### src/rtl/idata_bus_pkg.sv
// idata_bus_pkg: shared types and helpers for the internal-data bus arbiter.
// Holds the lock FSM state type, master-count limits and one-hot decode.
package idata_bus_pkg;

    typedef enum logic [0:0] {
        IDLE,
        LOCKED
    } arb_state_t;

    localparam int MAX_REQ = 8;
    localparam int IDX_W   = $clog2(MAX_REQ);

    function automatic logic [IDX_W-1:0] onehot_to_idx(
        input logic [MAX_REQ-1:0] oh
    );
        logic [IDX_W-1:0] idx;
        idx = '0;
        for (int i = 0; i < MAX_REQ; i++) begin
            if (oh[i]) idx |= IDX_W'(i);
        end
        return idx;
    endfunction

endpackage

### src/rtl/idata_bus_arbiter_rr_picker.sv
// rr_picker: round-robin priority encoder, first requester at or after ptr.
// Ports: req (N requests), ptr (start index 0..N-1), gnt (one-hot winner).
module rr_picker
    import idata_bus_pkg::*;
#(
    parameter int N = 2
) (
    input  logic [N-1:0]     req,
    input  logic [IDX_W-1:0] ptr,
    output logic [N-1:0]     gnt
);

    logic [N-1:0] rot;
    logic [N-1:0] rot_gnt;

    // Rotate so ptr lands on bit 0, keep the lowest set bit, rotate back.
    always_comb begin
        rot     = N'({req, req} >> ptr);
        rot_gnt = rot & (~rot + N'(1));
        gnt     = N'(({rot_gnt, rot_gnt} << ptr) >> N);
    end

endmodule

### src/rtl/idata_bus_arbiter.sv
// idata_bus_arbiter: shares the internal-data port (RAM + SFR window) among
// NUM_REQ masters. Master 0 (CPU) has fixed priority, the rest round-robin.
// One access issued per clock, read data returned to the issuing master two
// clocks after its grant; req_lock holds ownership for read-modify-write.
// Optional macro IDBUS_AGE_EN: per-peripheral wait counters that override
// CPU priority once a peripheral has waited MAX_WAIT cycles.
// Ports:
//   clk, reset                     clock, synchronous active-high reset
//   req/req_we/req_lock            per-master request, write, lock
//   req_addr/req_wdata             packed per-master address / write data
//   gnt, rvalid, rdata             grant, read-valid (one-hot), read data
//   mem_en/mem_we/mem_addr/
//   mem_wdata/mem_rdata            downstream RAM/SFR access port
module idata_bus_arbiter
    import idata_bus_pkg::*;
#(
    parameter int NUM_REQ  = 3,
    parameter int AW       = 8,
    parameter int DW       = 8,
    parameter int MAX_WAIT = 15
) (
    input  logic                  clk,
    input  logic                  reset,
    input  logic [NUM_REQ-1:0]    req,
    input  logic [NUM_REQ-1:0]    req_we,
    input  logic [NUM_REQ-1:0]    req_lock,
    input  logic [NUM_REQ*AW-1:0] req_addr,
    input  logic [NUM_REQ*DW-1:0] req_wdata,
    output logic [NUM_REQ-1:0]    gnt,
    output logic [NUM_REQ-1:0]    rvalid,
    output logic [DW-1:0]         rdata,
    output logic                  mem_en,
    output logic                  mem_we,
    output logic [AW-1:0]         mem_addr,
    output logic [DW-1:0]         mem_wdata,
    input  logic [DW-1:0]         mem_rdata
);

    localparam int NP = NUM_REQ - 1;

    if (NUM_REQ < 2 || NUM_REQ > MAX_REQ ||
        MAX_WAIT < 1 || MAX_WAIT > 15) begin : g_param_chk
        $error("idata_bus_arbiter: parameter out of range");
    end

    arb_state_t         state;
    logic [IDX_W-1:0]   owner;
    logic [IDX_W-1:0]   rr_ptr;
    logic [IDX_W-1:0]   rr_base;
    logic [NP-1:0]      rr_gnt;
    logic [NUM_REQ-1:0] arb_gnt;
    logic [NUM_REQ-1:0] tag;
    logic [IDX_W-1:0]   win_idx;
    logic               sel_we;
    logic               sel_lock;
    logic [AW-1:0]      sel_addr;
    logic [DW-1:0]      sel_wdata;

    // rr_ptr counts in master indices (1..NUM_REQ-1); the picker is 0-based.
    assign rr_base = rr_ptr - IDX_W'(1);

    rr_picker #(
        .N (NP)
    ) u_rr_picker (
        .req (req[NUM_REQ-1:1]),
        .ptr (rr_base),
        .gnt (rr_gnt)
    );

`ifdef IDBUS_AGE_EN
    logic [3:0]         age [1:NUM_REQ-1];
    logic [NUM_REQ-1:0] aged;
    logic [NUM_REQ-1:0] aged_first;

    always_comb begin
        aged = '0;
        for (int i = 1; i < NUM_REQ; i++) begin
            aged[i] = req[i] && (age[i] == 4'(MAX_WAIT));
        end
        aged_first = aged & (~aged + NUM_REQ'(1));
    end

    // Counters saturate so a peripheral stalled by a lock stays aged.
    always_ff @(posedge clk) begin
        for (int i = 1; i < NUM_REQ; i++) begin
            if (reset) begin
                age[i] <= '0;
            end else if (gnt[i]) begin
                age[i] <= '0;
            end else if (req[i] && age[i] != 4'(MAX_WAIT)) begin
                age[i] <= age[i] + 4'd1;
            end
        end
    end
`endif

    always_comb begin
        arb_gnt = '0;
        if (state == LOCKED) begin
            for (int i = 0; i < NUM_REQ; i++) begin
                if (i == int'(owner)) arb_gnt[i] = req[i];
            end
        end
`ifdef IDBUS_AGE_EN
        else if (|aged) begin
            arb_gnt = aged_first;
        end
`endif
        else if (req[0]) begin
            arb_gnt[0] = 1'b1;
        end else begin
            arb_gnt = {rr_gnt, 1'b0};
        end
    end

    assign gnt = reset ? '0 : arb_gnt;

    always_comb begin
        sel_we    = 1'b0;
        sel_lock  = 1'b0;
        sel_addr  = '0;
        sel_wdata = '0;
        for (int i = 0; i < NUM_REQ; i++) begin
            if (gnt[i]) begin
                sel_we    |= req_we[i];
                sel_lock  |= req_lock[i];
                sel_addr  |= req_addr[i*AW +: AW];
                sel_wdata |= req_wdata[i*DW +: DW];
            end
        end
        win_idx = onehot_to_idx(MAX_REQ'(gnt));
    end

    // Issue and return stages; tag is the one-hot owner of the issued access.
    always_ff @(posedge clk) begin
        if (reset) begin
            mem_en    <= 1'b0;
            mem_we    <= 1'b0;
            mem_addr  <= '0;
            mem_wdata <= '0;
            tag       <= '0;
            rvalid    <= '0;
        end else begin
            rvalid <= (mem_en && !mem_we) ? tag : '0;
            if (|gnt) begin
                mem_en    <= 1'b1;
                mem_we    <= sel_we;
                mem_addr  <= sel_addr;
                mem_wdata <= sel_wdata;
                tag       <= gnt;
            end else begin
                mem_en <= 1'b0;
                mem_we <= 1'b0;
            end
        end
    end

    assign rdata = (|rvalid) ? mem_rdata : '0;

    always_ff @(posedge clk) begin
        if (reset) begin
            state  <= IDLE;
            owner  <= '0;
            rr_ptr <= IDX_W'(1);
        end else begin
            if (|gnt[NUM_REQ-1:1]) begin
                rr_ptr <= (int'(win_idx) == NUM_REQ - 1) ?
                          IDX_W'(1) : win_idx + IDX_W'(1);
            end
            unique case (state)
                IDLE: begin
                    if (|gnt && sel_lock) begin
                        state <= LOCKED;
                        owner <= win_idx;
                    end
                end
                LOCKED: begin
                    if (|gnt && !sel_lock) state <= IDLE;
                end
            endcase
        end
    end

endmodule

### config.mk
export PLATFORM = sky130hd
export DESIGN_NAME = idata_bus_arbiter
export DESIGN_NICKNAME = d
export VERILOG_FILES = /design/src/rtl/idata_bus_pkg.sv /design/src/rtl/idata_bus_arbiter_rr_picker.sv /design/src/rtl/idata_bus_arbiter.sv
export SDC_FILE = /design/constraint.sdc
export NUM_CORES = 1
export LEC_CHECK = 0
export CORE_ASPECT_RATIO = 0.9
export CORE_MARGIN = 5
export CORE_UTILIZATION = 37
export CTS_CLUSTER_DIAMETER = 60
export CTS_CLUSTER_SIZE = 40
export DETAILED_ROUTE_END_ITERATION = 10
export PLACE_DENSITY = 0.88
export SLEW_MARGIN = 0
export SYNTH_ARGS = -nofsm -noshare
export SYNTH_HDL_FRONTEND = slang
export SYNTH_HIERARCHICAL = 1
export SYNTH_SLANG_ARGS = --single-unit
### constraint.sdc
create_clock -name clk -period 6.2 [get_ports clk]
set_input_delay 1.24 -clock clk [delete_from_list [all_inputs] [get_ports clk]]
set_output_delay 1.24 -clock clk [all_outputs]
set_load 0.1 [all_outputs]
Word level (Yosys, flattened, before mapping)
Cells that the tools add are included.

Bits in registers: 31. Output and inout port bits: 32. Logic and storage cells: 69.

Add/sub/neg operators: 3. Eq/ne operators: 3. Shift operators: 2. Muxes and demuxes: 27. Bitwise logic cells: 13. Reductions and logical operators: 12.

Operator list (count): $mux 8 (7); $or 8x8->8 (4); $mux 1 (14); $mux 3 (3); $reduce_or 2->1 (3); $reduce_or 3->1 (2); $mux 2 (2); $or 1x1->1 (4); $shl 4x3->4 (1); $shr 4x3->2 (1); $add 3x1->3 const B (1); $eq 2x3->1 const A (1); $eq 3x3->1 const A (1); $eq 3x3->1 const B (1); $logic_and 1x1->1 (3); $logic_not 3->1 (1); $not 1->1 (3); $sub 3x1->3 const B (1); $add 2x1->2 const B (1); $and 2x2->2 (1); $logic_not 1->1 (2); $not 2->2 (1); $pmux 1 s2 (1); $reduce_and 2->1 (1).

Depth between registers and ports, before layout
Gate-level depths: netlist of the first run.

Depth in word-level cells: 18. Gate-level depth with buffers: 10.

By module
The synthesis of the first run kept the hierarchy.

Modules (own cells, without submodules): idata_bus_arbiter (times used 1, cells each 170, area each 1577.8 um^2, sequential area each 600.6 um^2); rr_picker (times used 1, cells each 4, area each 32.5 um^2, sequential area each 0.0 um^2).

Least setup slack after synthesis of the first run
Ideal clock, no wire load.

Path kind: input port to output port. Start point: in req[2]. End point: out gnt[1]. Arrival time: 3122 ps. Data required time: 4960 ps. Setup slack: 1838 ps. Cell stages on the path: 5. Path buffers: 0. Cells stage by stage: o21ai_1 -> and3b_1 -> nor3b_1 -> nor2_2 -> nor2_1.

Longest elaborated chain between the ends: 8.

RTL lines: start, declared (line idata_bus_arbiter.sv:24) `input logic [NUM_REQ-1:0] req,`; $shr 4x3->2 * (line idata_bus_arbiter_rr_picker.sv:18) `rot = N'({req, req} >> ptr);`; $not 2->2 (line idata_bus_arbiter_rr_picker.sv:19) `rot_gnt = rot & (~rot + N'(1));`; $add 2x1->2 (line idata_bus_arbiter_rr_picker.sv:19); $and 2x2->2 * (line idata_bus_arbiter_rr_picker.sv:19); $shl 4x3->4 * (line idata_bus_arbiter_rr_picker.sv:20) `gnt = N'(({rot_gnt, rot_gnt} << ptr) >> N);`; net rr_gnt[0] (line idata_bus_arbiter.sv:50) `logic [NP-1:0] rr_gnt;`; $mux 2 * (line idata_bus_arbiter.sv:109) `else if (req[0]) begin`; $mux 3 * (line idata_bus_arbiter.sv:99) `if (state == LOCKED) begin`; $mux 3 * (line idata_bus_arbiter.sv:116) `assign gnt = reset ? '0 : arb_gnt;`; end, declared (line idata_bus_arbiter.sv:29) `output logic [NUM_REQ-1:0] gnt,`.

Mark *: on every way through the listed nets, which the timed path passes. The rest lies on a longest branch.

Worst setup path after layout of the first run
Same ends and word-level chain as after synthesis.

==> results of run 1 <==
## layer usage
layer	up-vias	share of wire [%]	track usage, %
met2	57	50	30.6
li1	843	-	-
met3	2	7.9	5.31
met5	-	0	0
met1	784	42	21.3
met4	0	0.22	3.05
## cell usage after synthesis (2+ instances only)
master	instances
nand4_1	6
and4b_1	2
a211oi_1	2
nor2b_1	11
or2_4	2
o21ai_1	3
nand2_1	9
a31oi_1	6
inv_1	4
buf_2	8
a22oi_1	17
nand3_1	3
clkbuf_1	2
a21oi_1	4
nor4bb_1	3
buf_4	4
nor2_1	14
o211ai_1	11
a221oi_2	11
dfxtp_1	30
nor3b_1	2
## final cells by class
cell class / instances / share of cell area, %
clock buffer: 6 / 3.04
inverter: 5 / 0.691
sequential: 30 / 22.1
clock inverter: 1 / 1.11
timing repair buffer: 101 / 37.2
tap: 60 / 2.76
multi-input combinational: 123 / 33.1
## registers in the layout (all words and copies together) (netlist names), named ones only
name       count
owner          2
mem_we         1
mem_addr       8
rr_ptr         3
tag            3
mem_wdata      8
mem_en         1
rvalid         3
## critical path: cells and delay by family
family	cells	cell delay, ns
AOI/OAI and AO/OA	1	0.12
buffers and inverters	2	1.63
and+or+nand+nor	4	0.73
## power groups by stage
stage	clock network [uW]	logic (uW)	registers, uW
after floorplan	0	107	332
after global placement	0	300	227
after detailed placement	0	303	228
after CTS	198	303	224
after global routing	208	317	227
final	195	302	224
## logic make-up after synthesis
logic type	count (synthesis)	share of synthesized area, %
compound gates	59	31.2
xor+xnor	1	0.544
fa+ha+maj	1	0.777
buf+inv	21	6.91
flops	30	37.3
mux	1	0.699
simple gates	61	22.5
## layout by cell type (no fill, tap or decap), types with 2 or more instances in the layout
cell,instances
a211oi_1,2
a21oi_1,4
a221oi_2,11
a22oi_1,17
a31oi_1,6
and4b_1,2
buf_4,4
clkbuf_8,6
clkdlybuf4s50_1,96
dfxtp_1,30
inv_1,4
nand2_1,9
nand3_1,3
nand4_1,6
nor2_1,14
nor2b_1,11
nor3b_1,2
nor4bb_1,3
o211ai_1,11
o21ai_1,3
or2_4,2
## path summary, 6_finish.rpt
| kind | cells after the start | endpoint | slack [ns] | start |
|---|---|---|---|---|
| max | 7 | gnt[1] | 1.25 | req[2] |
| min | 2 | tag[1]$_SDFFE_PP0N_ | 0.47 | tag[1]$_SDFFE_PP0N_ |
| max reg2reg | 8 | tag[0]$_SDFFE_PP0N_ | 3.94 | rr_ptr[0]$_SDFFE_PP1P_ |
| min reg2reg | 2 | tag[1]$_SDFFE_PP0N_ | 0.47 | tag[1]$_SDFFE_PP0N_ |
## metrics by stage
stage                     total power [uW]  std cells  cell area [um2]
after floorplan                        439        174             1610
final                                  721        326             2720
after CTS                              725        326             2720
after global placement                 526        319             2600
after global routing                   751        326             2720
after detailed placement               531        319             2600
==> impl_metrics.json, run 1 <==
{
  "numPortBuffers": 98,
  "synth_top_area_share_pct": 37.3,
  "vias": 1686,
  "end_kind": "primary output",
  "synth.avg_cell_area_um2": 9.25,
  "vias_per_cell": 5.17,
  "start_kind": "input port",
  "status": "complete, no violations",
  "worst_slack_ns": 1.25,
  "internal_power_uw": 443,
  "hpwl_um": 3840,
  "synth-edff-count": 0,
  "cts_sinks": 30,
  "combPwrFrac_pct": 41.9,
  "wl_per_cell_um": 15.7,
  "power_switching_uw": 278,
  "grt_usage_pct": 17.4,
  "holdWs_ns": 0.475,
  "tightest_slew_ns": 0.995,
  "skew_ns": 0.00554,
  "yosys_warnings": 6,
  "rsz0062_at_grt": "false",
  "areaGrowthSynthToFinish_pct": 68.7,
  "clkTransAtPathRegs_ns": 0.06,
  "ff_latch_area_um2": 601,
  "synth_cell_types": 41,
  "fin_crit_sh_pct": 79.8,
  "slew_viol_final": 0,
  "dieArea_um2": 5770,
  "cp_data_required_time_ns": 4.96,
  "powerDensity_nw_per_um2": 266,
  "critPathKind": "input port to primary output",
  "synth_cells": 174,
  "die_h_um": 72.6,
  "synth_fp_nets": 242,
  "cts_hold_buf": 0,
  "yosysTopAreaCell": "dfxtp_1",
  "worstPathArrival_ns": 3.71,
  "fmax_mhz": 202,
  "die_w_um": 79.5,
  "clock_path_buffers": 2,
  "timing.slew.headroom_pct": 33.5,
  "crit_chain": "clkdlybuf4s50_1, o21ai_1, and3b_1, nor3b_1, nor2_2, nor2_1, clkdlybuf4s50_1",
  "synth_ff_type": "dfxtp_1",
  "antenna_found_initial": 0,
  "cp_common_cell": "clkdlybuf4s50_1",
  "synth_area_um2": 1610,
  "fin_tns_setup_ns": 0,
  "synthTopCellsByArea": "dfxtp_1 37%, a221oi_2 10%, a22oi_1 7.9%, o211ai_1 5.1%, nor2b_1 4.3%",
  "grt_max_degree": 23,
  "fin_util_pct": 65.4,
  "initial_core_util_pct": 38.7,
  "grt.overflow.total": 0,
  "pwr-share-clk_pct": 27.1,
  "ctsResizeCount": 0,
  "cap_violations": 0,
  "coreArea_um2": 4160,
  "htreeDepth": 2,
  "hold_class": "register to register",
  "grt_pass1_wl_um": 8180,
  "ys_seq_elements": 30,
  "slowest_delay_ns": 1.19,
  "synth_async_sr_flop_share_pct": 0,
  "post-place-ws_ns": 1.28,
  "tritoncts.num_buffers": 5,
  "ios": 99,
  "drt_iter0_drc": 99,
  "leakagePower_uw": 0.000966,
  "hold_viol": 0,
  "multi_input_area_um2": 898,
  "crit_fanout": 3,
  "cts_tree": "yes",
  "postCtsSetupBuffers": 0,
  "antennaDiodeCount": 0,
  "first_global_vias": 1663,
  "drc": 0,
  "antenna_left": 0,
  "seq_area_frac_synth_pct": 37.3,
  "firstDrtPassIters": 4,
  "row_count": 22,
  "setup_viol": 0,
  "drive_above_1_share_pct": 11.3,
  "pwr-share-seq_pct": 31.0,
  "gp_routability_congestion": 0.844,
  "min_period_ns": 4.95,
  "clk_latency_ns": 0.27,
  "peakVddDrop_mv": 0.160,
  "root_buffer": "clkbuf_8",
  "final_nets": 334,
  "drt_wl_total_um": 5100,
  "slowest_stage": "clkdlybuf4s50_1",
  "nFillCells": 350,
  "switching_share_pct": 38.6
}
(Power assumes the default switching activity.)
==> inputs of run 2 (changes only) <==
--- a/config.mk
+++ b/config.mk
@@ -7,11 +7,11 @@
 export LEC_CHECK = 0
 export CORE_ASPECT_RATIO = 0.9
 export CORE_MARGIN = 5
-export CORE_UTILIZATION = 37
+export CORE_UTILIZATION = 33
 export CTS_CLUSTER_DIAMETER = 60
 export CTS_CLUSTER_SIZE = 40
 export DETAILED_ROUTE_END_ITERATION = 10
-export PLACE_DENSITY = 0.88
+export PLACE_DENSITY = 0.84
 export SLEW_MARGIN = 0
 export SYNTH_ARGS = -nofsm -noshare
 export SYNTH_HDL_FRONTEND = slang
==> constraint.sdc (replaced) <==
create_clock -name clk -period 4.1 [get_ports clk]
set_input_delay 0.82 -clock clk [delete_from_list [all_inputs] [get_ports clk]]
set_output_delay 0.82 -clock clk [all_outputs]
set_load 0.1 [all_outputs]
==> run 2 against run 1 <==
Compared with the run above: wire length is 3.1% higher; sequential power is 51% higher; first-iteration DRC count down 28%; design area is 0.18% lower; via count up 2.8%; combinational power rose by 52%.
==> impl_metrics.json, run 2 (same netlist as run 1, synthesis figures left out) <==
{
  "clock_path_buffers": 2,
  "holdWs_ns": 0.473,
  "nFillCells": 434,
  "clk_latency_ns": 0.27,
  "die_h_um": 76.3,
  "initial_core_util_pct": 33.7,
  "dieArea_um2": 6380,
  "hold_viol": 0,
  "row_count": 24,
  "peakVddDrop_mv": 0.160,
  "grt_pass1_wl_um": 8390,
  "ios": 99,
  "postCtsSetupBuffers": 0,
  "skew_ns": 0.00285,
  "areaGrowthSynthToFinish_pct": 68.4,
  "firstDrtPassIters": 4,
  "wl_per_cell_um": 15.8,
  "antenna_left": 0,
  "layout_commonest_cell": "clkdlybuf4s50_1",
  "grt_max_degree": 32,
  "internal_power_uw": 613,
  "tritoncts.num_buffers": 5,
  "grt_usage_pct": 15.9,
  "crit_fanout": 21,
  "hold_class": "register to register",
  "drt_iter0_drc": 71,
  "cp_data_required_time_ns": 3.28,
  "clkTransAtPathRegs_ns": 0.06,
  "min_period_ns": 3.36,
  "cts_sinks": 30,
  "critPathKind": "input port to primary output",
  "hpwl_um": 3890,
  "numPortBuffers": 98,
  "fin_crit_sh_pct": 82.1,
  "fin_tns_setup_ns": 0,
  "most-common-layout-cells": "87 x clkdlybuf4s50_1, 30 x dfxtp_1, 17 x a22oi_1, 14 x nor2_1, 12 x buf_4",
  "fmax_mhz": 297,
  "rsz0062_at_grt": "false",
  "vias": 1733,
  "drive_above_1_share_pct": 14.9,
  "htreeDepth": 2,
  "drt_wl_total_um": 5260,
  "cap_violations": 0,
  "slew_viol_final": 0,
  "switching_share_pct": 41.0,
  "pwr-share-clk_pct": 23.3,
  "die_w_um": 83.6,
  "r2r_cells": 8,
  "min_path_cells": 1,
  "tightest_slew_ns": 0.991,
  "top_regs": "mem_addr x8, mem_wdata x8",
  "power_switching_uw": 426,
  "pwr-share-seq_pct": 32.5,
  "final_nets": 335,
  "combPwrFrac_pct": 44.1,
  "vias_per_cell": 5.20,
  "antennaDiodeCount": 0,
  "worstPathArrival_ns": 2.54,
  "r2r_slack_ns": 1.91,
  "hp-start": "tag[0]$_SDFFE_PP0N_",
  "hold_path_end": "rvalid[0]$_SDFF_PP0_",
  "end_kind": "primary output",
  "first_global_vias": 1701,
  "powerDensity_nw_per_um2": 383,
  "gp_routability_congestion": 0.878,
  "status": "complete, no violations",
  "cts_tree": "yes",
  "root_buffer": "clkbuf_8",
  "leakagePower_uw": 0.000985,
  "setup_viol": 0,
  "timing.slew.headroom_pct": 33.7,
  "coreArea_um2": 4770,
  "reg2reg_from": "rr_ptr[0]$_SDFFE_PP1P_",
  "drc": 0,
  "grt.overflow.total": 0,
  "antenna_found_initial": 0,
  "cts_hold_buf": 0,
  "r2r-end": "tag[0]$_SDFFE_PP0N_",
  "start_kind": "input port",
  "ctsResizeCount": 0
}
==> run 2: final cells by class <==
type / instances / area [um2] / area share, %
Sequential cell: 30 / 601 / 22.2
Inverter: 5 / 18.8 / 0.692
Clock buffer: 7 / 86.3 / 3.18
Clock inverter: 1 / 5.00 / 0.185
Timing Repair Buffer: 102 / 1020 / 37.7
Multi-Input combinational cell: 123 / 898 / 33.1
Tap cell: 65 / 81.3 / 3.00
==> run 2: routing by layer <==
metal	wire length, um	global-route usage [%]
met1	2250	19.5
met2	2620	26.9
met3	351	4.86
met4	40	4.82
met5	0	0
==> run 2: worst max path at each step <==
stage                       from     end  slack (ns)  cells past startpoint
final                     req[0]  gnt[0]        0.74                      5
after detailed placement  req[0]  gnt[0]        0.73                      5
after CTS                 req[0]  gnt[0]        0.74                      5
after global placement    req[0]  gnt[0]        0.80                      5
after floorplan           req[2]  gnt[1]        0.58                      5
after global routing      req[0]  gnt[0]        0.68                      5
==> run 2: worst max-delay path, stage by stage <==
cell	delay [ns]
clkdlybuf4s50_1	0.54
or3b_1	0.36
buf_4	0.22
inv_2	0.36
buf_12	0.23
==> run 2: through the flow <==
stage          std cells  utilization (%)  instance area (um2)  power, uW  worst slack [ns]
2_1_floorplan        174                -                 1610        664             0.578
3_3_place_gp         325             54.9                 2620        799             0.795
3_5_place_dp         325             54.9                 2620        806             0.732
4_1_cts              333             56.8                 2710       1050             0.740
5_1_grt              333             56.8                 2710       1080             0.676
6_report             333             56.8                 2710       1040             0.736
==> run 2: power by group through the flow <==
stage                     Combinational [uW]  Sequential (uW)  Clock (uW)
after global placement                   456              343           0
after floorplan                          161              503           0
after detailed placement                 462              344           0
after CTS                                462              338         249
final                                    458              338         242
after global routing                     479              342         261
